$ cat config.mk
export PLATFORM = sky130hd
export DESIGN_NAME = lc3b_pipe_reg
export DESIGN_NICKNAME = d
export VERILOG_FILES = /design/src/rtl/lc3b_pipe_reg_pkg.sv /design/src/rtl/lc3b_pipe_skid_slot.sv /design/src/rtl/lc3b_pipe_reg.sv
export SDC_FILE = /design/constraint.sdc
export NUM_CORES = 1
export LEC_CHECK = 0
export ABC_AREA = 0
export CORE_MARGIN = 4
export CORE_UTILIZATION = 41
export DETAILED_ROUTE_END_ITERATION = 8
export PLACE_DENSITY = 0.79
export SLEW_MARGIN = 30
export SYNTH_ARGS = -nofsm -noshare
export SYNTH_HDL_FRONTEND = slang
export SYNTH_SLANG_ARGS = --single-unit
$ cat constraint.sdc
create_clock -name clk -period 2 [get_ports clk]
set_input_delay 0.4 -clock clk [delete_from_list [all_inputs] [get_ports clk]]
set_output_delay 0.4 -clock clk [all_outputs]
set_load 0.005 [all_outputs]
$ cat src/rtl/lc3b_pipe_reg_pkg.sv
// Shared types for the LC-3b pipeline stage register: FSM state encoding
// and the width of the back-pressure stall counter.
package lc3b_types;

    typedef enum logic [1:0] {
        EMPTY = 2'd0,
        ONE   = 2'd1,
        FULL  = 2'd2
    } lc3b_pipe_state;

    localparam int STALL_W = 16;
    localparam logic [STALL_W-1:0] STALL_MAX = '1;

endpackage

$ cat src/rtl/lc3b_pipe_skid_slot.sv
// Single-entry skid buffer used by lc3b_pipe_reg; only compiled when
// LC3B_PIPE_REG_SKID_EN is defined. Clear has priority over load.
`ifdef LC3B_PIPE_REG_SKID_EN
module lc3b_pipe_skid_slot #(
    parameter int               WIDTH      = 32,
    parameter logic [WIDTH-1:0] BUBBLE_VAL = '0
) (
    input  logic             clk,
    input  logic             reset_n,
    input  logic             load,
    input  logic             clear,
    input  logic [WIDTH-1:0] d,
    output logic [WIDTH-1:0] q,
    output logic             vld
);

    always_ff @(posedge clk or negedge reset_n) begin
        if (!reset_n) begin
            vld <= 1'b0;
            q   <= BUBBLE_VAL;
        end else if (clear) begin
            vld <= 1'b0;
            q   <= BUBBLE_VAL;
        end else if (load) begin
            vld <= 1'b1;
            q   <= d;
        end
    end

endmodule
`endif

$ cat src/rtl/lc3b_pipe_reg.sv
// Valid/ready pipeline stage register with saturating stall counter.
// Define LC3B_PIPE_REG_SKID_EN for the skid-buffered, registered-ready build.
module lc3b_pipe_reg
    import lc3b_types::*;
#(
    parameter int               WIDTH      = 32,
    parameter logic [WIDTH-1:0] BUBBLE_VAL = '0
) (
    input  logic               clk,
    input  logic               reset_n,
    input  logic               flush,
    input  logic               in_valid,
    output logic               in_ready,
    input  logic [WIDTH-1:0]   in_data,
    output logic               out_valid,
    input  logic               out_ready,
    output logic [WIDTH-1:0]   out_data,
    output logic [STALL_W-1:0] stall_count
);

    function automatic logic [STALL_W-1:0] sat_inc(input logic [STALL_W-1:0] v);
        return (v == STALL_MAX) ? v : v + STALL_W'(1);
    endfunction

    logic             vld_p0;
    logic [WIDTH-1:0] data_p0;

    assign out_valid = vld_p0;
    assign out_data  = data_p0;

`ifdef LC3B_PIPE_REG_SKID_EN
    lc3b_pipe_state   state;
    logic             in_ready_r;
    logic             skid_load;
    logic             skid_clear;
    logic             skid_vld;
    logic [WIDTH-1:0] skid_data;

    assign in_ready   = in_ready_r;
    // Skid only captures when main is occupied and downstream is stalled.
    assign skid_load  = !flush && (state == ONE) && in_valid && !out_ready;
    assign skid_clear = flush || ((state == FULL) && out_ready);

    lc3b_pipe_skid_slot #(
        .WIDTH      (WIDTH),
        .BUBBLE_VAL (BUBBLE_VAL)
    ) u_skid (
        .clk     (clk),
        .reset_n (reset_n),
        .load    (skid_load),
        .clear   (skid_clear),
        .d       (in_data),
        .q       (skid_data),
        .vld     (skid_vld)
    );

    always_ff @(posedge clk or negedge reset_n) begin
        if (!reset_n) begin
            state      <= EMPTY;
            in_ready_r <= 1'b1;
            vld_p0     <= 1'b0;
            data_p0    <= BUBBLE_VAL;
        end else if (flush) begin
            state      <= EMPTY;
            in_ready_r <= 1'b1;
            vld_p0     <= 1'b0;
            data_p0    <= BUBBLE_VAL;
        end else begin
            case (state)
                EMPTY: begin
                    if (in_valid) begin
                        state   <= ONE;
                        vld_p0  <= 1'b1;
                        data_p0 <= in_data;
                    end
                end
                ONE: begin
                    if (in_valid && out_ready) begin
                        data_p0 <= in_data;
                    end else if (in_valid) begin
                        state      <= FULL;
                        in_ready_r <= 1'b0;
                    end else if (out_ready) begin
                        state   <= EMPTY;
                        vld_p0  <= 1'b0;
                        data_p0 <= BUBBLE_VAL;
                    end
                end
                FULL: begin
                    if (out_ready && skid_vld) begin
                        state      <= ONE;
                        in_ready_r <= 1'b1;
                        data_p0    <= skid_data;
                    end
                end
                default: begin
                    state      <= EMPTY;
                    in_ready_r <= 1'b1;
                    vld_p0     <= 1'b0;
                    data_p0    <= BUBBLE_VAL;
                end
            endcase
        end
    end
`else
    assign in_ready = !vld_p0 || out_ready;

    always_ff @(posedge clk or negedge reset_n) begin
        if (!reset_n) begin
            vld_p0  <= 1'b0;
            data_p0 <= BUBBLE_VAL;
        end else if (flush) begin
            vld_p0  <= 1'b0;
            data_p0 <= BUBBLE_VAL;
        end else if (in_ready) begin
            vld_p0  <= in_valid;
            data_p0 <= in_valid ? in_data : BUBBLE_VAL;
        end
    end
`endif

    // Stall counter: back-pressured edges only, flush edges excluded.
    always_ff @(posedge clk or negedge reset_n) begin
        if (!reset_n) begin
            stall_count <= '0;
        end else if (vld_p0 && !out_ready && !flush) begin
            stall_count <= sat_inc(stall_count);
        end
    end

endmodule

==> flow_summary_export.csv, run 1 <==
group,metric,value,unit
power,pwr_density_cell,698,nW/um2
floorplan,die_h,77.0,um
finish,finalNetCount,283,
power,total_leakage_power,1.34,nW
critical_path,critPathMaxFanout,2,
global_route,grt_overflow,0,
timing,fmax,512,MHz
clock_network,cts_setup_buffers,0,
critical_path,startpoint_type,"input port",
clock_network,ctsResizeCount,0,
global_route,grt_usage,16.9,%
critical_path,crit_type,"in2out",
clock_network,htreeDepth,2,
drt,routed_wl,4850,um
floorplan,die_w,77.0,um
drt,via_per_inst,5.15,
placement,gp_congestion,0.784,
timing,setup_viol,0,
finish,syn_to_final_growth,55.2,%
clock_network,cts_buffer_depth,2,
clock_network,cts_buffers,5,
timing,fin_worst_skew,0.00703,ns
finish,drive_gt1_share,11.8,%
clock_network,cts_hold_buf,0,
critical_path,worstRegToRegCells,5,
clock_network,cts-root-buf,"clkbuf_8",
clock_network,clock_latency,0.30,ns
floorplan,io_pins,87,
timing,slew_headroom,76.5,%
finish,diodes,0,
placement,port_buffers,86,
yosys,ys_ff_latch,49,
yosys,syn_inst,148,
critical_path,cp-end-kind,"output pin",
finish,num-fill-cells,332,
floorplan,dieArea,5930,um2
yosys,synth_ff_type,"dfrtp_1",
timing,min_period,1.95,ns
floorplan,rows,24,
timing,tightest_slew,0.350,ns
placement,dpl.hpwl,3540,um
timing,hold_viol,0,
min_path,min_path_type,"in2async",
drt,vias,1535,
critical_path,crit_arrival,1.55,ns
floorplan,fp.coreArea,4470,um2
yosys,synth_edf_count,0,
timing,grt_setup_unrepaired,"false",
clock_network,cts_tree,"yes",
finish,final_area,3030,um2
outcome,status,"finished, final reports clean",
yosys,synth_seq_area_share,62.8,%
global_route,grt_first_pass_wirelength,7990,um
critical_path,cp.required,1.60,ns
drt,wl_per_cell,16.3,um
finish,multi_input_area,697,um2
global_route,grt_pass1_vias,1625,
timing,fin_tns_setup,0,ns
timing,slew_viol_final,0,
yosys,yosysWarnings,0,
yosys,syn_avg_cell_area,13.2,um2
global_route,antenna_found_initial,0,
run,drv_cap,0,
clock_network,cts.clk_slew.worst_paths,0.09,ns
clock_network,clock-sinks,49,
yosys,ys_types,28,
timing,whs,0.0763,ns
critical_path,reg2reg_to,"stall_count[1]$_DFFE_PN0P_",
critical_path,worstReg2RegStart,"stall_count[0]$_DFFE_PN0P_",
drt,drtPass1Iterations,4,
yosys,syn_area,1950,um2
drt,drtIter0Drc,74,
global_route,grt_max_degree,50,
floorplan,initial_utilization,43.6,%
placement,detailed_place.area,2940,um2
yosys,synthArstFlopShare,100,%
power,ir_drop,462,uV
yosys,syn_nets,186,
timing,fin_crit_sh,97.6,%
critical_path,rrSetupSlack,0.23,ns
drt,drc_errors,0,
drt,ant_nets,0,
finish,seq_area,1230,um2
==> sequential cells by signal (all words and copies together), names as in the netlist <==
register / count
out_data: 32
out_valid: 1
stall_count: 16
==> worst max path at each step <==
stage / from / end / slack, ns / cells past startpoint
floorplan: stall_count[8]$_DFFE_PN0P_ / stall_count[1]$_DFFE_PN0P_ / 0.40 / 4
detailed placement: flush / stall_count[15]$_DFFE_PN0P_ / 0.005 / 6
global placement: flush / stall_count[13]$_DFFE_PN0P_ / 0.03 / 6
CTS: out_ready / in_ready / 0.04 / 4
finish: out_ready / in_ready / 0.05 / 4
global route: out_ready / in_ready / 0.005 / 4
==> critical path, stage by stage <==
cell             delay [ns]
clkdlybuf4s50_1        0.53
nor2b_1                0.08
inv_1                  0.06
clkdlybuf4s50_1        0.49
==> routing by layer <==
| metal | part of all wire (%) | global-route usage [%] | routed length (um) | vias to the layer above |
|---|---|---|---|---|
| li1 | - | - | - | 727 |
| met1 | 45 | 21.7 | 2190 | 736 |
| met2 | 44 | 26.1 | 2140 | 66 |
| met3 | 9.4 | 7.49 | 458 | 6 |
| met4 | 1.3 | 4.80 | 61 | 0 |
| met5 | 0 | 0 | 0 | - |
==> cell families (layout without fill, tap and decap cells) <==
kind of cell,after synthesis,in the layout,share of synthesized area (%)
muxes,2,2,1.28
and+or+nand+nor,39,39,12.1
DFF,49,49,62.8
buffers and inverters,9,107,1.73
AOI/OAI and AO/OA,34,34,15.1
adders and majority gates,1,1,0.641
xor gates and xnor gates,14,14,6.28
==> metrics by stage <==
stage	power (mW)	instances	utilization [%]	setup slack, ns
after floorplan	1.26	148	-	0.397
after global placement	1.56	290	65.8	0.0278
after detailed placement	1.57	290	65.8	0.00486
after CTS	2.14	298	67.7	0.0377
after global routing	2.22	298	67.7	0.00477
final	2.12	298	67.7	0.0471
==> where the power goes <==
group / leakage (nW) / switching [mW] / internal [mW]
sequential: 0.662 / 0.0716 / 1.06
combinational: 0.631 / 0.153 / 0.268
clock: 0.0439 / 0.324 / 0.242
==> placed cells by master (no fill, tap or decap), types with 2 or more instances in the layout <==
cell type	netlist	layout
clkdlybuf4s50_1	0	85
xnor2_1	9	9
nand4_1	2	2
buf_4	0	9
clkbuf_8	0	5
inv_1	2	2
nor3_1	3	3
nor2_1	6	6
clkinv_2	0	2
nand2_1	9	9
or2_0	2	2
a22o_1	32	32
nand3_1	7	7
xor2_1	5	5
dfrtp_1	49	49
==> cells in the mapped netlist (2+ instances only) <==
cell type | number | area share, %
dfrtp_1 | 49 | 63
a22o_1 | 32 | 14
nand2_1 | 9 | 1.7
xnor2_1 | 9 | 4.0
nand3_1 | 7 | 1.8
clkbuf_1 | 6 | 1.2
nor2_1 | 6 | 1.2
xor2_1 | 5 | 2.2
nor3_1 | 3 | 0.77
inv_1 | 2 | 0.38
nand4_1 | 2 | 0.64
or2_0 | 2 | 0.64
==> cell type report <==
class | instances | share of cell area, %
clock buffer | 5 | 2.27
tap | 52 | 2.15
multi-input combinational | 90 | 23.0
timing repair buffer | 96 | 31.1
clock inverter | 3 | 0.578
sequential | 49 | 40.5
inverter | 3 | 0.372
Note: power is estimated with default switching activity, not from simulation.
==> run 2: changes to the inputs <==
Settings changed: PLACE_DENSITY 0.79 to 0.87.
Clock period 2 ns to 1.9 ns, I/O delays scaled along.
==> run 2 against run 1 <==
Compared with the run above:
- total power increased by 12%
- highest routed layer unchanged
- largest cell class unchanged
- via count decreased by 1.1%
- first-iteration DRC count increased by 54%
- combinational power decreased by 1%
- critical path type is now reg2out
- worst hold slack improved by 0.10 ns
- largest power group unchanged
- sequential cell count unchanged
==> flow_summary_export.csv, run 2 (synthesis results as in run 1) <==
group,metric,value,unit
finish,multi_input_area,697,um2
timing,min_period,1.78,ns
min_path,min_path_type,"in2async",
placement,detailed_place.area,2930,um2
timing,slew_headroom,59.5,%
clock_network,cts.clk_slew.worst_paths,0.09,ns
timing,hold_viol,0,
drt,vias,1518,
critical_path,critPathMaxFanout,3,
clock_network,cts_setup_buffers,0,
power,total_power,2.36,mW
power,pwr_density_cell,777,nW/um2
power,ir_drop,451,uV
floorplan,rows,24,
global_route,grt_overflow,0,
timing,fin_worst_skew,0.00470,ns
outcome,status,"finished, final reports clean",
critical_path,cp-end-kind,"output pin",
clock_network,cts_buffer_depth,2,
placement,dpl.hpwl,3310,um
clock_network,clock_latency,0.29,ns
clock_network,cts_hold_buf,0,
finish,seq_area,1230,um2
critical_path,crit_type,"reg2out",
finish,final_common_cell,"clkdlybuf4s50_1",
floorplan,die_w,77.0,um
timing,tightest_slew,0.608,ns
clock_network,cts-root-buf,"clkbuf_8",
finish,drive_gt1_share,10.7,%
finish,final_area,3040,um2
clock_network,cts_tree,"yes",
timing,fmax,561,MHz
floorplan,initial_utilization,43.6,%
timing,whs,0.178,ns
global_route,grt_pass1_vias,1634,
floorplan,fp.coreArea,4470,um2
placement,port_buffers,86,
drt,via_per_inst,5.13,
drt,drc_errors,0,
finish,final_cells,296,
clock_network,cts_buffers,5,
finish,syn_to_final_growth,55.9,%
placement,gp_congestion,0.826,
global_route,antenna_found_initial,0,
critical_path,crit_path_max_incr_delay,0.49,ns
placement,placedCellCount,288,
finish,num-fill-cells,330,
finish,finalNetCount,281,
global_route,grt_first_pass_wirelength,7850,um
power,total_leakage_power,1.34,nW
clock_network,htreeDepth,2,
timing,grt_setup_unrepaired,"false",
floorplan,io_pins,87,
critical_path,crit_arrival,1.40,ns
run,drv_cap,0,
timing,fin_crit_sh,93.8,%
floorplan,dieArea,5930,um2
drt,wl_per_cell,15.6,um
timing,setup_viol,0,
floorplan,die_h,77.0,um
timing,slew_viol_final,0,
critical_path,cp.required,1.52,ns
clock_network,ctsResizeCount,1,
drt,drtIter0Drc,114,
drt,routed_wl,4610,um
critical_path,startpoint_type,"register",
critical_path,path_cells,"nor2b_1, inv_1, clkdlybuf4s50_1",
critical_path,crit_slowest_cell,"clkdlybuf4s50_1",
finish,diodes,0,
drt,ant_nets,0,
clock_network,clock-sinks,49,
finish,mostFrequentLayoutCells,"84 x clkdlybuf4s50_1, 49 x dfrtp_1, 32 x a22o_1, 9 x nand2_1, 9 x xnor2_1",
finish,largest_register_ff_count,32,
global_route,grt_max_degree,50,
drt,drtPass1Iterations,4,
global_route,grt_usage,16.4,%
-- run 2: layer usage --
metal / up-vias / routed length [um] / GRT usage (%) / share of wire (%)
li1: 728 / - / - / -
met1: 727 / 2070 / 20.7 / 45
met2: 59 / 2130 / 26.2 / 46
met3: 4 / 376 / 6.56 / 8.2
met4: 0 / 29 / 4.27 / 0.63
met5: - / 0 / 0 / 0
-- run 2: power by group --
part | total [mW] | switching [mW] | internal, mW
registers | 1.19 | 0.0792 | 1.11
clock network | 0.757 | 0.328 | 0.429
logic | 0.416 | 0.145 | 0.270
-- run 2: final cells by class --
| type | instances | area share [%] |
|---|---|---|
| clock buffers | 7 | 2.84 |
| clock inverters | 1 | 0.987 |
| inverters | 3 | 0.370 |
| multi-input cells | 90 | 22.9 |
| flip-flops and latches | 49 | 40.3 |
| well taps | 52 | 2.14 |
| repair buffers | 94 | 30.5 |
-- run 2: path summary, 6_finish.rpt --
kind                            slack, ns  cells past startpoint                    endpoint                       start
worst max register to register       0.17                      4  stall_count[1]$_DFFE_PN0P_  stall_count[6]$_DFFE_PN0P_
worst max-delay path                 0.12                      3                    in_ready       out_valid$_DFFE_PN0P_
min in group clk                     0.51                      1    out_data[30]$_DFFE_PN0P_    out_data[30]$_DFFE_PN0P_
worst min register to register       0.51                      1    out_data[30]$_DFFE_PN0P_    out_data[30]$_DFFE_PN0P_
max in group asynchronous            1.31                      2    out_data[22]$_DFFE_PN0P_                     reset_n
worst min-delay path                 0.18                      2  stall_count[5]$_DFFE_PN0P_                     reset_n
-- run 2: per-stage QoR --
step / worst slack, ns / setup TNS [ns] / utilization [%]
3_5_place_dp: -0.124 / -0.333 / 65.4
2_1_floorplan: 0.297 / 0 / -
6_report: 0.119 / 0 / 68.0
3_3_place_gp: -0.0752 / -0.154 / 65.4
5_1_grt: 0.0241 / 0 / 68.0
4_1_cts: 0.107 / 0 / 68.0
-- run 2: critical path: cells and delay by family, from the launching register on --
family	cells	cell delay [ns]
buffers and inverters	2	0.54
flip-flops	1	0.41
AND/OR/NAND/NOR	1	0.15
